$ cat config.mk
export PLATFORM = sky130hd
export DESIGN_NAME = axis_spm_dac_serializer
export DESIGN_NICKNAME = d
export VERILOG_FILES = /design/src/rtl/axis_spm_dac_serializer.sv
export SDC_FILE = /design/constraint.sdc
export NUM_CORES = 1
export LEC_CHECK = 0
export CORE_AREA = 2 2 117 119
export DETAILED_ROUTE_END_ITERATION = 6
export DIE_AREA = 0 0 119 121
export PLACE_DENSITY = 0.81
export SYNTH_ARGS = -nofsm -noshare
export SYNTH_HDL_FRONTEND = slang
export SYNTH_SLANG_ARGS = --single-unit
$ cat constraint.sdc
create_clock -name a_clk -period 9 [get_ports a_clk]
set_input_delay 1.35 -clock a_clk [delete_from_list [all_inputs] [get_ports a_clk]]
set_output_delay 1.35 -clock a_clk [all_outputs]
set_load 0.03 [all_outputs]
$ cat src/rtl/axis_spm_dac_serializer.sv
// Four-channel AXI-stream sink that latches one X/Y/Z/U sample set per frame and shifts
// 20-bit DAC codes out over a shared SPI bus, then pulses LDAC. Define SPM_DAC_SATURATE_EN to clamp codes.
module axis_spm_dac_serializer #(
    parameter int CLK_DIV     = 2,
    parameter int GAIN_SHIFT  = 8,
    parameter int GAP_CYCLES  = 4,
    parameter int LDAC_CYCLES = 2
) (
    input  logic        a_clk,
    input  logic        a_resetn,
    input  logic [31:0] S_AXIS1_tdata,
    input  logic        S_AXIS1_tvalid,
    output logic        S_AXIS1_tready,
    input  logic [31:0] S_AXIS2_tdata,
    input  logic        S_AXIS2_tvalid,
    output logic        S_AXIS2_tready,
    input  logic [31:0] S_AXIS3_tdata,
    input  logic        S_AXIS3_tvalid,
    output logic        S_AXIS3_tready,
    input  logic [31:0] S_AXIS4_tdata,
    input  logic        S_AXIS4_tvalid,
    output logic        S_AXIS4_tready,
    output logic        dac_sclk,
    output logic        dac_sync_n,
    output logic        dac_sdo,
    output logic        dac_ldac_n,
    output logic        frame_busy,
    output logic [31:0] frame_count
);

    localparam int MAX_A   = (CLK_DIV > GAP_CYCLES) ? CLK_DIV : GAP_CYCLES;
    localparam int MAX_CNT = (MAX_A > LDAC_CYCLES) ? MAX_A : LDAC_CYCLES;
    localparam int CW      = $clog2(MAX_CNT + 1);
    localparam logic [CW-1:0] DIV_LAST  = CW'(CLK_DIV - 1);
    localparam logic [CW-1:0] GAP_LAST  = CW'(GAP_CYCLES - 1);
    localparam logic [CW-1:0] LDAC_LAST = CW'(LDAC_CYCLES - 1);

    typedef enum logic [2:0] {S_IDLE, S_LATCH, S_SHIFT, S_GAP, S_LDAC} state_t;

    state_t        r_state;
    state_t        w_next;
    logic [CW-1:0] r_cnt;
    logic          r_hi;
    logic [4:0]    r_bit;
    logic [1:0]    r_ch;
    logic [31:0]   r_frame_cnt;
    logic [19:0]   r_code [4];

    logic          w_all_valid;
    logic          w_div_end;
    logic          w_shift_done;
    logic          w_gap_done;
    logic          w_ldac_done;
    logic          w_ready;
    logic [23:0]   w_word;

    function automatic logic [19:0] to_code(input logic [31:0] tdata);
`ifdef SPM_DAC_SATURATE_EN
        logic signed [31:0] v;
        v = $signed(tdata) >>> GAIN_SHIFT;
        if (v > 32'sd524287)
            return 20'h7FFFF;
        else if (v < -32'sd524288)
            return 20'h80000;
        else
            return v[19:0];
`else
        return 20'($signed(tdata) >>> GAIN_SHIFT);
`endif
    endfunction

    assign w_all_valid  = S_AXIS1_tvalid & S_AXIS2_tvalid & S_AXIS3_tvalid & S_AXIS4_tvalid;
    assign w_div_end    = (r_cnt == DIV_LAST);
    assign w_shift_done = w_div_end && r_hi && (r_bit == 5'd23);
    assign w_gap_done   = (r_cnt == GAP_LAST);
    assign w_ldac_done  = (r_cnt == LDAC_LAST);
    // Channel tag is 1-based so the DAC address field reads 1..4.
    assign w_word       = {{2'b00, r_ch} + 4'd1, r_code[r_ch]};

    // NOTE: state is updated with non-blocking assignments so every flop sees pre-edge values.
    always_ff @(posedge a_clk or negedge a_resetn) begin
        if (!a_resetn) r_state <= S_IDLE;
        else           r_state <= w_next;
    end

    always_comb begin
        w_next = r_state;
        case (r_state)
            S_IDLE:  if (w_all_valid) w_next = S_LATCH;
            S_LATCH: w_next = S_SHIFT;
            S_SHIFT: if (w_shift_done) w_next = S_GAP;
            S_GAP:   if (w_gap_done) w_next = (r_ch == 2'd3) ? S_LDAC : S_SHIFT;
            S_LDAC:  if (w_ldac_done) w_next = S_IDLE;
            default: w_next = S_IDLE;
        endcase
    end

    // NOTE: every output gets a default first so no path through the case infers a latch.
    always_comb begin
        w_ready    = 1'b0;
        dac_sclk   = 1'b0;
        dac_sync_n = 1'b1;
        dac_sdo    = 1'b0;
        dac_ldac_n = 1'b1;
        frame_busy = (r_state != S_IDLE);
        case (r_state)
            S_LATCH: w_ready = 1'b1;
            S_SHIFT: begin
                dac_sync_n = 1'b0;
                dac_sclk   = r_hi;
                dac_sdo    = w_word[5'd23 - r_bit];
            end
            S_LDAC:  dac_ldac_n = 1'b0;
            default: ;
        endcase
    end

    assign S_AXIS1_tready = w_ready;
    assign S_AXIS2_tready = w_ready;
    assign S_AXIS3_tready = w_ready;
    assign S_AXIS4_tready = w_ready;
    assign frame_count    = r_frame_cnt;

    // Counters restart on every state change; in SHIFT r_cnt times one SCLK half-period.
    always_ff @(posedge a_clk or negedge a_resetn) begin
        if (!a_resetn) begin
            r_cnt       <= '0;
            r_hi        <= 1'b0;
            r_bit       <= '0;
            r_ch        <= '0;
            r_frame_cnt <= '0;
        end else begin
            if (r_state != w_next) begin
                r_cnt <= '0;
                r_hi  <= 1'b0;
                r_bit <= '0;
            end else if (r_state == S_SHIFT) begin
                if (w_div_end) begin
                    r_cnt <= '0;
                    r_hi  <= ~r_hi;
                    if (r_hi) r_bit <= r_bit + 5'd1;
                end else begin
                    r_cnt <= r_cnt + CW'(1);
                end
            end else if (r_state == S_GAP || r_state == S_LDAC) begin
                r_cnt <= r_cnt + CW'(1);
            end

            if (r_state == S_LATCH)
                r_ch <= '0;
            else if (r_state == S_GAP && w_gap_done && r_ch != 2'd3)
                r_ch <= r_ch + 2'd1;

            if (r_state == S_LDAC && w_ldac_done)
                r_frame_cnt <= r_frame_cnt + 32'd1;
        end
    end

    // NOTE: sample registers carry no reset; LATCH always writes them before SHIFT reads them.
    always_ff @(posedge a_clk) begin
        if (r_state == S_LATCH) begin
            r_code[0] <= to_code(S_AXIS1_tdata);
            r_code[1] <= to_code(S_AXIS2_tdata);
            r_code[2] <= to_code(S_AXIS3_tdata);
            r_code[3] <= to_code(S_AXIS4_tdata);
        end
    end

endmodule

# Word-level counts from Yosys, hierarchy flattened
# Memory sizes are Yosys's and may differ from the RTL's.
# Cells that the tools add are included.
[op_classes]
add_sub_neg = 6
order_cmp = 1
eq_ne = 10
n_mux = 27
bitwise = 4
n_reduce_logical = 15
[ops]
columns = ["cell", "n"]
rows = [
  ["$add A32 B1 Y32 const B", 1],
  ["$mux W3", 9],
  ["$mux W5", 4],
  ["$pmux W3 S5", 1],
  ["$mux W1", 10],
  ["$eq A3 B2 Y1 const B", 3],
  ["$reduce_bool A2 Y1", 4],
  ["$eq A3 B1 Y1 const B", 2],
  ["$lt A5 B6 Y1 const B", 1],
  ["$reduce_bool A3 Y1", 2],
  ["$add A5 B1 Y5 const B", 1],
  ["$bmux W1 S5", 1],
  ["$eq A5 B5 Y1 const B", 1],
  ["$logic_and A1 B1 Y1", 5],
  ["$sub A5 B5 Y5 const A", 1],
  ["$mux W2", 2],
  ["$add A2 B1 Y3 const B", 1],
  ["$add A3 B1 Y3 const B", 1],
  ["$and A1 B1 Y1", 3],
  ["$eq A3 B3 Y1 const B", 1],
  ["$logic_not A3 Y1", 1],
  ["$ne A3 B3 Y1", 1],
  ["$reduce_and A3 Y1", 1],
  ["$add A2 B1 Y2 const B", 1],
  ["other kinds (5)", 5],
]
[totals]
ff_bits = 46
ramBits = 80
input_bits = 134
memories = 1
[memory_table]
columns = ["memory", "depth", "word_bits", "read_ports", "rd_ports_with_merged_regs", "write_ports", "line", "text"]
rows = [
  ["r_code", 4, 20, 1, 0, 4, "47", "logic [19:0] r_code [4];"],
]

# Depth between registers and ports, before layout
[depth]
depth_word = 8
ltp_mapped = 8
mapped_depth_nobuf = 7

# Worst setup path after synthesis
# No wires, ideal clock.
[synth_timing]
kind = "register -> output"
start = "register r_state[0]"
end = "output S_AXIS2_tready"
arrival_ns = 8.069
t_required_ns = 7.650
path_slack_ns = -0.419
stages_incl_launch_ff = 3
n_path_buf = 1
cell_sequence = "dfrtp_1 nor3b_1 buf_4"
[synth_via]
elab_chain_len = 2
[synth_rtl]
columns = ["element", "line", "text"]
rows = [
  ["start: declaration", "40", "state_t r_state;"],
  ["start signal: assignment", "83", "else r_state <= w_next;"],
  ["$eq A3 B1 Y1", "106", "case (r_state)"],
  ["$mux W1", "106", ""],
  ["end: declaration", "16", "output logic S_AXIS2_tready,"],
]
# Every way passes these cells.

# Worst setup path in the final report
[layout_timing]
start = "register r_ch[1]"
end = "output dac_sdo"
[layout_via]
elab_chain_len = 4
word_cells_on_any_way = 5
[layout_rtl]
columns = ["element", "line", "text"]
rows = [
  ["start: declaration", "45", "logic [1:0] r_ch;"],
  ["start signal: assignment", "152", "r_ch <= r_ch + 2'd1;"],
  ["$mem_v2 Z4 W20 / $add A2 B1 Y3 (equally long branches)", "--", ""],
  ["$bmux W1 S5 (*)", "111", "dac_sdo = w_word[5'd23 - r_bit];"],
  ["$mux W1 (not written as such) (*)", "111", ""],
  ["$mux W1 (*)", "106", ""],
  ["end: declaration", "25", "output logic dac_sdo,"],
]
# Every way passes the cells marked *; elsewhere a longest branch is shown, timed or not. The select of a mux whose other input is x is not followed.

==> out/metrics.yaml <==
outcome: "complete, no violations"
core_area_mm2: 0.0131
hpwlAfterDp_um: 7890
synthFlopType: "edfxtp_1"
setup_viol: 0
cts_hold_buf: 0
synth_most_common_cell: "edfxtp_1"
final.setup.tns_ns: 0
finClkSkew_ns: 0.00694
vias: 3445
worstPathCellList: "mux4_2, a2111oi_0, nand3_1, nand3_1, nor3_1, clkdlybuf4s50_1"
ys_top_cells_by_area: "edfxtp_1 (45%), dfrtp_1 (21%), mux4_2 (7.5%), xnor2_1 (4.2%), xor2_1 (1.8%)"
die_w_um: 119
fin_util_pct: 56.7
area_growth_pct: 37.6
cts.sinks: 126
reg2reg_to: "r_bit[1]"
avgSynthCellArea_um2: 15.2
clock_latency_ns: 0.42
syn_nets: 495
post-route-min-period_ns: 4.76
synth_async_sr_flop_share_pct: 36.5
initial_utilization_pct: 41.2
synth_edf_count: 80
powerDensity_mw_per_mm2: 181
vdd_drop_max_mv: 0.126
grt_max_degree: 72
r2r_cells: 5
cts_resized: 0
drt_iter0_drc: 200
yosys.area.top_type: "edfxtp_1"
max_stage_delay_ns: 1.06
io_pins: 175
crit_path_end_kind: "output port"
port_buffers: 126
synth_common_cells: "edfxtp_1 (80), dfrtp_1 (46), xnor2_1 (26), nand2_1 (25), nor2_1 (25)"
yosysUniqueCellTypes: 42
wire_per_inst_um: 16.6
die_h_um: 121
whs_path_depth: 1
grt_pass1_wl_um: 18700
crit_arrival_ns: 3.41
dr.pass1.iters: 4
cp_slowest_cell: "dfrtp_1"
timing.reg2reg.setup_slack_ns: 6.25
route.final.wire_length_um: 11300
rsz0062_at_grt: "no"
critPathKind: "flip-flop to output port"
fin_nets: 630
hold_start: "frame_count[31]"
grtUsageTotal_pct: 17.2
ys_seq_area_share_pct: 66.0
r2r-start: "r_state[1]"
gp_congestion: 0.846
drc: 0
hp-class: "flip-flop to flip-flop"
crit_fanout: 24
grt_overflow: 0
h-tree-depth: 4
synth-seq-cells: 126
finalCritPeriodShare_pct: 52.8
clkTransAtPathRegs_ns: 0.05
grt_pass1_vias: 3698
drive_gt1_share_pct: 13.7
worst_path_most_repeated_cell: "nand3_1"
avgViaCountPerCell: 5.08
ys_warn_count: 0
fillers: 1004
cts_tree: "built"
yosys.area.top_type_share_pct: 44.6
cts_inserted_buffers: 17
cts_setup_buffers: 0
drv_slew: 0
clock-root-buffer: "clkbuf_16"
syn_area_mm2: 0.00539
antenna_cells: 0
clock_path_buffers: 2
relSlewSlack_pct: 27.3
hold_end: "frame_count[31]"
crit_required_ns: 7.65
dieArea_mm2: 0.0144
worst_pin_slew_ns: 1.09
finalHoldViolations: 0
cap_violations: 0
p_leak_nw: 2.75
syn_inst: 354
max_freq_mhz: 210
worst_setup_path_start_kind: "flip-flop"
drtAntennaViolNets: 0
antenna_found_initial: 0
rows: 42
## critical path: cells and delay by family (launching register included)
family / cells / cell delay, ns
mux: 1 / 0.46
buf+inv: 1 / 0.61
flops: 1 / 1.06
simple gates: 3 / 0.31
compound gates: 1 / 0.55
## how the worst max path moves through the flow
stage                    start              to  cells after the start
floorplan           r_state[1]  S_AXIS2_tready                      3
finish                 r_ch[1]         dac_sdo                      6
global placement       r_ch[1]         dac_sdo                      6
global route           r_ch[1]         dac_sdo                      6
detailed placement     r_ch[1]         dac_sdo                      6
CTS                    r_ch[1]         dac_sdo                      6
## logic make-up after synthesis
group	share of synthesized area (%)
DFF	66.0
and+or+nand+nor	11.9
xor gates and xnor gates	6.01
muxes	9.87
buffers and inverters	2.04
AOI/OAI and AO/OA	2.55
adders and majority gates	1.63
## layer usage
layer / vias to the layer above / routed length (um) / global-route usage, %
li1: 1603 / - / -
met1: 1680 / 4690 / 20.2
met2: 145 / 5650 / 28.9
met3: 17 / 754 / 5.92
met4: 0 / 185 / 6.77
met5: - / 0 / 0
## report_power, final
| part | switching (mW) | internal [mW] |
|---|---|---|
| Clock | 0.249 | 0.434 |
| Sequential | 0 | 0.617 |
| Combinational | 0.0101 | 0.0318 |
## cell type report
type	instances	area (um^2)	share of cell area, %
Clock buffer	18	429	5.79
Clock inverter	14	169	2.28
Inverter	10	37.5	0.506
Multi-Input combinational cell	206	1740	23.4
Sequential cell	126	3550	47.9
Tap cell	176	220	2.97
Timing Repair Buffer	128	1270	17.1
## flip-flops by register name, indices dropped and copies added (netlist names)
signal / count
r_code: 80
frame_count: 32
r_bit: 5
r_cnt: 3
r_state: 3
r_ch: 2
r_hi: 1
## placed cells by master, fill, tap and decap left out, types with 4 or more instances in the layout
master           count
nor2_1              25
and3_1               6
clkinvlp_4           5
xor2_1              11
mux2_2               5
a21oi_1              7
mux2i_1              7
mux4_2              18
nor3_1              11
clkbuf_16           17
edfxtp_1            80
a22oi_1              4
dfrtp_1             46
xnor2_1             26
ha_1                 7
nand4_1              6
nand2_1             25
inv_1               10
clkdlybuf4s50_1    125
nand3_1             13
## metrics by stage
step / worst slack, ns / power, mW / cells / area (um^2) / hold WS, ns
after floorplan: 3.01 / 0.629 / 354 / 5390 / 0.498
after global placement: 4.66 / 0.669 / 646 / 6820 / 0.454
after global routing: 4.06 / 1.39 / 678 / 7420 / 0.489
final: 4.24 / 1.34 / 678 / 7420 / 0.469
after CTS: 4.19 / 1.36 / 678 / 7420 / 0.475
after detailed placement: 4.65 / 0.670 / 646 / 6820 / 0.465
Power figures use the tool's default switching activity.
